--- src/rtl/hour_chime_pkg.sv ---
// hour_chime_pkg: shared state encoding and BCD hour to beep-count conversion
package hour_chime_pkg;
  typedef enum logic [1:0] {IDLE, ON, GAP} state_t;
  localparam int MAX_BEEPS = 12;
  function automatic logic [3:0] bcd_hour_to_beeps(input logic [7:0] h);
    int v;
    v = int'(h[7:4]) * 10 + int'(h[3:0]);
    if (h[7:4] > 4'd9 || h[3:0] > 4'd9 || v > 23) return 4'd0;
    return (v % 12 == 0) ? 4'(MAX_BEEPS) : 4'(v % 12);
  endfunction
endpackage

--- src/rtl/chime_tone_div.sv ---
// chime_tone_div: square-wave tone divider with enable and synchronous restart
module chime_tone_div #(
  parameter int TONE_HALF = 4
) (
  input  logic clk,
  input  logic rst,
  input  logic en,
  input  logic restart,
  output logic tone
);
  localparam int W = TONE_HALF > 1 ? $clog2(TONE_HALF) : 1;
  logic [W-1:0] cnt;
  always_ff @(posedge clk or posedge rst) begin
    if (rst) begin
      cnt  <= '0;
      tone <= 1'b0;
    end else if (restart) begin
      cnt  <= '0;
      tone <= 1'b0;
    end else if (en) begin
      cnt  <= (cnt == W'(TONE_HALF - 1)) ? '0 : cnt + 1'b1;
      tone <= (cnt == W'(TONE_HALF - 1)) ? ~tone : tone;
    end
  end
endmodule

--- src/rtl/hour_chime.sv ---
// hour_chime: hourly chime sequencer driving a gated buzzer tone on each hour strobe
module hour_chime
  import hour_chime_pkg::*;
#(
  parameter int TONE_HALF = 4,
  parameter int ON_CYC    = 32,
  parameter int GAP_CYC   = 32
) (
  input  logic       clk,
  input  logic       rst,
  input  logic       hour_changed,
  input  logic [7:0] hour,
  input  logic       mute,
  output logic       buzzer,
  output logic       busy,
  output logic       done
);
  localparam int MAXC = ON_CYC > GAP_CYC ? ON_CYC : GAP_CYC;
  localparam int PW   = MAXC > 1 ? $clog2(MAXC) : 1;
  state_t state, nxt_state;
  logic [PW-1:0] phase, nxt_phase;
  logic [3:0] beeps_left, nxt_beeps, n;
  logic trig_q, trig, nxt_done, restart, tone;
  assign trig = hour_changed & ~trig_q;
  assign n = bcd_hour_to_beeps(hour);
  always_ff @(posedge clk or posedge rst) begin
    if (rst) begin
      state      <= IDLE;
      phase      <= '0;
      beeps_left <= '0;
      trig_q     <= 1'b0;
      done       <= 1'b0;
    end else begin
      state      <= nxt_state;
      phase      <= nxt_phase;
      beeps_left <= nxt_beeps;
      trig_q     <= hour_changed;
      done       <= nxt_done;
    end
  end
  // mute has priority over everything, including a same-cycle trigger
  always_comb begin
    nxt_state = state;
    nxt_phase = phase;
    nxt_beeps = beeps_left;
    nxt_done  = 1'b0;
    restart   = 1'b0;
    case (state)
      IDLE: if (trig && !mute && n != 4'd0) begin
        nxt_state = ON;
        nxt_phase = '0;
        nxt_beeps = n;
        restart   = 1'b1;
      end
      ON: if (mute) begin
        nxt_state = IDLE;
        nxt_phase = '0;
      end else if (phase == PW'(ON_CYC - 1)) begin
        nxt_beeps = beeps_left - 4'd1;
        nxt_phase = '0;
        nxt_state = (beeps_left == 4'd1) ? IDLE : GAP;
        nxt_done  = beeps_left == 4'd1;
      end else nxt_phase = phase + 1'b1;
      GAP: if (mute) begin
        nxt_state = IDLE;
        nxt_phase = '0;
      end else if (phase == PW'(GAP_CYC - 1)) begin
        nxt_state = ON;
        nxt_phase = '0;
        restart   = 1'b1;
      end else nxt_phase = phase + 1'b1;
      default: nxt_state = IDLE;
    endcase
  end
  chime_tone_div #(.TONE_HALF(TONE_HALF)) u_tone (
    .clk(clk),
    .rst(rst),
    .en(state == ON),
    .restart(restart),
    .tone(tone)
  );
  assign busy   = state != IDLE;
  assign buzzer = (state == ON) & tone & ~mute;
endmodule
--- config.mk ---
export PLATFORM = sky130hd
export DESIGN_NAME = hour_chime
export DESIGN_NICKNAME = d
export VERILOG_FILES = /design/src/rtl/hour_chime_pkg.sv /design/src/rtl/chime_tone_div.sv /design/src/rtl/hour_chime.sv
export SDC_FILE = /design/constraint.sdc
export NUM_CORES = 1
export LEC_CHECK = 0
export CORE_MARGIN = 2
export CORE_UTILIZATION = 40
export DETAILED_ROUTE_END_ITERATION = 16
export DONT_BUFFER_PORTS = 1
export GPL_ROUTABILITY_DRIVEN = 0
export SLEW_MARGIN = 20
export SYNTH_ARGS = -nofsm -noshare
export SYNTH_HDL_FRONTEND = slang
export SYNTH_SLANG_ARGS = --single-unit
--- constraint.sdc ---
create_clock -name clk -period 2.5 [get_ports clk]
set_input_delay 0.25 -clock clk [delete_from_list [all_inputs] [get_ports clk]]
set_output_delay 0.25 -clock clk [all_outputs]
set_load 0.005 [all_outputs]
==> out/results.ini, run 1 <==
[synth]
netlist_area_mm2=0.00179
yosys_register_bits=16
synth-async-reset-ratio=1.00
synthTopCellsByArea=dfrtp_1 22%, ha_1 12%, nor2_1 3.8%
yosysSeqAreaShare=0.223
netlist.area_leader.share=0.223
netlist_instances=209
synth_edf_count=0
ys.flop_type=dfrtp_1
syn_nets=240
synthDistinctLibCells=62
yosysWarningCount=0
synth_top_area_cell=dfrtp_1
syn_area_per_cell_um2=8.57

[min_path]
hold_class=in2reg

[timing]
max_freq_mhz=288
final_max_slew_viol_count=0
finalCriticalPeriod_ps=3470
hold_viol=0
setup_viol=14
hold_ws_ps=24.7
grt_setup_unrepaired=true
finClkSkew_ps=1.39
slew-limit-headroom=0.595
tns_ps=-5660
worst_slack_ps=-967
min_period_over_period=1.39
worst_pin_slew_ps=607

[placed_design]
placed_cell_area_mm2=0.00226
placed_cells=303
dp_worst_setup_slack_ps=-1270
port_buffers=0
dp_hpwl_mm=3.62

[run]
maxCapViolCount=0

[detailed_routing]
drt_iter0_markers=39
wire_per_inst_um=14.6
detail_route.first_pass.iterations=4
routed_wirelength_mm=4.71
vias=1761
route.detailed.drc=0
ant_nets=0
vias_per_cell=5.47

[cts]
cts_tree=built
cts_root_buf=clkbuf_8
clkSinkCount=16
cts-htree-levels=1
clk_path_buf_depth=2
clkTransAtPathRegs_ps=60
cts-buffers-inserted=3
clk_latency_ps=250

[finish]
fin_util=0.589
final_cell_mix=61 x buf_4, 16 x dfrtp_1, 15 x nor2_1, 14 x inv_1
fin_cells=322
n_antenna_cell=0
layout.nets=302
layout-drive-gt1-share=0.422
final_common_cell=buf_4
nFillCells=384
final_design_area_no_fill_mm2=0.00255
synthToLayoutAreaGrowth_pct=42.1

[setup_path]
arrival_ps=3580
critPathKind=in2reg
cp-end-kind=flip-flop
start_kind=input pin
required_ps=2620
worst-path-max-fanout=4

[global_route]
grt_max_degree=17
grt_pass1_wl_mm=7.89
overflow=0
busiest_layer=met2
antenna_found_initial=0
met3_usage=0.0214
grt_use_total=0.192
grt_pass1_vias=1784
use_met2=0.336
gr-usage-met1=0.248

[outcome]
violations=setup timing
outcome=finished with violations

[pwr]
peakVddDrop_mv=0.300
leakage_nw=1.21
power.density_mw_per_mm2=782
power.total_mw=1.99

[die]
die_x_um=70.9
die_h_um=70.9
start_util=0.414
core_area_mm2=0.00432
rows=24
fp.dieArea_mm2=0.00503
ios=15

## Yosys cell counts, types with 3 or more instances
master      n
nor2_1     18
ha_1       17
dfrtp_1    16
inv_1      15
nand2_1    15
a21oi_1    10
o21ai_0    10
nand3_1     7
nor3_1      6
a31oi_1     4
nand4_1     4
o31ai_1     4
xor2_1      4
a21o_1      3
and3_1      3
mux2_2      3
nor3b_1     3
o2111ai_1   3
or3_1       3
xnor2_2     3
## sequential cells by signal (all words and copies together) (netlist names)
name and cells:
phase 5, u_tone.cnt 2, beeps_left 4, state 2, trig_q 1, done 1, u_tone.tone 1
## timing repair
| action | 4_1_cts | 5_1_grt |
|---|---|---|
| gates resized for setup | 8 | 15 |
| setup endpoints to repair | 14 | 14 |
| pin swaps | 15 | 11 |
| buffers inserted | 9 | 5 |
| hold endpoints to repair | 16 | 0 |
| cloned | 0 | 0 |
| hold buffers | 1 | 0 |
## worst paths after layout
check | start | to | slack, ps | depth (start not counted)
hold reg to reg | phase[3] | phase[3] | 470 | 1
max in group asynchronous | rst | beeps_left[3] | 1600 | 2
min in group asynchronous | rst | phase[2] | 510 | 2
setup reg to reg | phase[1] | beeps_left[3] | 110 | 11
setup / recovery | hour[5] | beeps_left[3] | -970 | 17
hold / removal | hour_changed | trig_q | 20 | 0
## where the power goes
| part | internal, mW | switching (mW) | leakage, nW | total (mW) |
|---|---|---|---|---|
| Combinational | 0.688 | 0.679 | 0.980 | 1.37 |
| Sequential | 0.334 | 0.0572 | 0.204 | 0.391 |
| Clock | 0.140 | 0.0925 | 0.0288 | 0.232 |
## logic make-up (layout without fill, tap and decap cells)
| kind of cell | count (synthesis) | in the layout | share of synthesized area |
|---|---|---|---|
| AO/OA/AOI/OAI | 62 | 62 | 0.260 |
| XOR/XNOR | 9 | 9 | 0.0566 |
| adder cells (fa/ha/maj) | 19 | 19 | 0.141 |
| buffers and inverters | 24 | 85 | 0.0712 |
| flip-flops | 16 | 16 | 0.223 |
| multiplexers | 5 | 5 | 0.0300 |
| AND/OR/NAND/NOR | 74 | 74 | 0.218 |
## area by class of cell
class / instances / area, µm² / area share
multi-input combinational: 169 / 1460 / 0.572
timing repair buffer: 65 / 510 / 0.200
sequential: 16 / 400 / 0.157
tap: 52 / 65.1 / 0.0256
inverter: 16 / 60.1 / 0.0236
clock buffer: 4 / 55.1 / 0.0216
## critical path, stage by stage
cell and delay (ps):
ha_4 220, ha_4 150, inv_2 50, fa_2 430, nand2b_4 170, o311ai_4 260
nand2_1 100, ha_2 200, a211oi_2 180, nand3_1 120, a31oi_2 210, o21ai_2 90
or2_4 250, o211a_1 120, or3_4 390, nor3_1 270, o32ai_2 110
## per-layer routing
| metal | vias to the layer above | wire length [µm] |
|---|---|---|
| met5 | - | 0 |
| met4 | 0 | 93 |
| met3 | 6 | 81 |
| met2 | 22 | 2340 |
| met1 | 839 | 2200 |
| li1 | 894 | - |
Power figures use the tool's default switching activity.
==> inputs of run 2 (changes only) <==
--- a/config.mk
+++ b/config.mk
@@ -10,6 +10,7 @@
 export DETAILED_ROUTE_END_ITERATION = 16
 export DONT_BUFFER_PORTS = 1
 export GPL_ROUTABILITY_DRIVEN = 0
+export MAX_ROUTING_LAYER = met4
 export SLEW_MARGIN = 20
 export SYNTH_ARGS = -nofsm -noshare
 export SYNTH_HDL_FRONTEND = slang
==> run 2 against run 1 <==
Compared with the run above: the run still ends with setup timing left; routed wire length up 0.15%; die area unchanged; cell area unchanged; critical endpoint unchanged.
==> out/results.ini, run 2 (same netlist as run 1, synthesis figures left out) <==
[finish]
synthToLayoutAreaGrowth_pct=42.1  ; unchanged
final_cell_mix=61 x buf_4, 16 x dfrtp_1, 15 x nor2_1, 14 x inv_1
nFillCells=384  ; unchanged
final_design_area_no_fill_mm2=0.00255  ; unchanged
n_antenna_cell=0  ; unchanged
layout.nets=302  ; unchanged
layout-drive-gt1-share=0.422  ; unchanged
largest_reg_flops=5  ; unchanged
final_common_cell=buf_4
reg_top3=phase: 5 flops, beeps_left: 4 flops
regMostFlops=phase

[setup_path]
cpMostUsedCell=ha_4
rr_startpoint=phase[1]
crit_slowest_cell=fa_2
cpLargestDelayFamily=simple AND/OR/NAND/NOR gates
r2r_slack_ps=110  ; about the same
cp-end-kind=flip-flop
slowest_delay_ps=430  ; about the same
worst-path-max-fanout=4  ; unchanged
arrival_ps=3580  ; about the same
regToRegEndpoint=beeps_left[3]
critical_path.cell_chain=ha_4 > ha_4 > inv_2 > fa_2 > nand2b_4 > o311ai_4 > nand2_1 > ha_2 > a211oi_2 > nand3_1 > a31oi_2 > o21ai_2 > or2_4 > o211a_1 > or3_4 > nor3_1 > o32ai_2
critPathKind=in2reg
r2r_cells=11  ; unchanged
required_ps=2620  ; about the same
start_kind=input pin
cp.buffers_inverters=1  ; unchanged

[outcome]
outcome=finished with violations
violations=setup timing

[min_path]
hold_start=hour_changed
hold_depth=0  ; unchanged
hold_class=in2reg
whs_endpoint=trig_q

[placed_design]
port_buffers=0  ; unchanged
dp_worst_setup_slack_ps=-1270  ; unchanged
dp_hpwl_mm=3.62  ; unchanged
placed_cell_area_mm2=0.00226  ; unchanged

[timing]
max_freq_mhz=288  ; about the same
hold_viol=0  ; unchanged
slew-limit-headroom=0.595  ; about the same
finClkSkew_ps=1.37  ; -0.0229 ps
min_period_over_period=1.39  ; about the same
worst_pin_slew_ps=607  ; +0.00286 ps
final_max_slew_viol_count=0  ; unchanged
finalCriticalPeriod_ps=3470  ; +0.203 ps
tns_ps=-5740  ; -80.7 ps
grt_setup_unrepaired=true
setup_viol=14  ; unchanged
worst_slack_ps=-967  ; -0.203 ps

[cts]
clk_path_buf_depth=2  ; unchanged
clkSinkCount=16  ; unchanged
cts-htree-levels=1  ; unchanged
clkTransAtPathRegs_ps=60  ; about the same
cts_root_buf=clkbuf_8
cts-buffers-inserted=3  ; unchanged
clk_latency_ps=250  ; about the same
cts_tree=built

[detailed_routing]
vias_per_cell=5.51  ; +0.74%
route.detailed.drc=0  ; unchanged
detail_route.first_pass.iterations=4  ; unchanged
vias=1774  ; +0.74%
routed_wirelength_mm=4.72  ; +0.15%
wire_per_inst_um=14.7  ; +0.15%
drt_iter0_markers=37  ; -5.1%
ant_nets=0  ; unchanged

[die]
fp.dieArea_mm2=0.00503  ; unchanged
ios=15  ; unchanged
core_area_mm2=0.00432  ; unchanged
start_util=0.414  ; unchanged
die_x_um=70.9  ; unchanged
rows=24  ; unchanged
die_h_um=70.9  ; unchanged

[global_route]
gr-usage-met1=0.246  ; -0.00176
met3_usage=0.0214  ; unchanged
busiest_layer=met2
grt_pass1_wl_mm=7.87  ; -0.18%
grt_pass1_vias=1785  ; +0.056%
grt_use_total=0.198  ; +0.00551
overflow=0  ; unchanged
antenna_found_initial=0  ; unchanged
grt_max_degree=17  ; unchanged
use_met2=0.337  ; +0.00104

[pwr]
power.density_mw_per_mm2=782  ; about the same
power.total_mw=1.99  ; about the same
peakVddDrop_mv=0.300  ; about the same
leakage_nw=1.21  ; unchanged

[run]
maxCapViolCount=0  ; unchanged

run 2: cell counts in the layout (fill, tap and decap cells not counted):
No cell type changed its count.
run 2: how the worst max path moves through the flow:
stage / cells past startpoint / slack [ps] / from / endpoint
global route: 17 / -1060 / hour[5] / beeps_left[2]
detailed placement: 17 / -1270 / hour[5] / beeps_left[2]
finish: 17 / -970 / hour[5] / beeps_left[3]
floorplan: 17 / -1140 / hour[5] / beeps_left[2]
CTS: 17 / -1000 / hour[5] / beeps_left[2]
global placement: 17 / -1190 / hour[5] / beeps_left[2]
run 2: repair_timing:
item                                    4_1_cts  5_1_grt
gates resized for setup                       8       15
pin swaps                                    15       11
gates cloned                                  0        0
buffers inserted                              9        5
endpoints found under the setup margin       14       14
hold buffers                                  1        0
hold endpoints to repair                     16        0
run 2: layer usage:
layer,up-vias,part of all wire
li1,894,-
met1,844,0.46
met2,30,0.50
met3,6,0.022
met4,0,0.019
met5,-,0
run 2: final cells by class:
type	count	area [µm²]	share of cell area
sequential	16	400	0.157
timing repair buffer	65	510	0.200
inverter	16	60.1	0.0236
multi-input combinational	169	1460	0.572
clock buffer	4	55.1	0.0216
tap	52	65.1	0.0256
run 2: through the flow:
stage,std cells,util,hold WS [ps]
2_1_floorplan,209,-,164
3_3_place_gp,303,0.522,245
3_5_place_dp,303,0.522,252
4_1_cts,317,0.563,21.0
5_1_grt,322,0.589,11.5
6_report,322,0.589,24.6
run 2: power breakdown:
| part | internal [mW] | switching (mW) |
|---|---|---|
| Combinational | 0.688 | 0.679 |
| Sequential | 0.334 | 0.0572 |
| Clock | 0.140 | 0.0926 |
| Total | 1.16 | 0.829 |
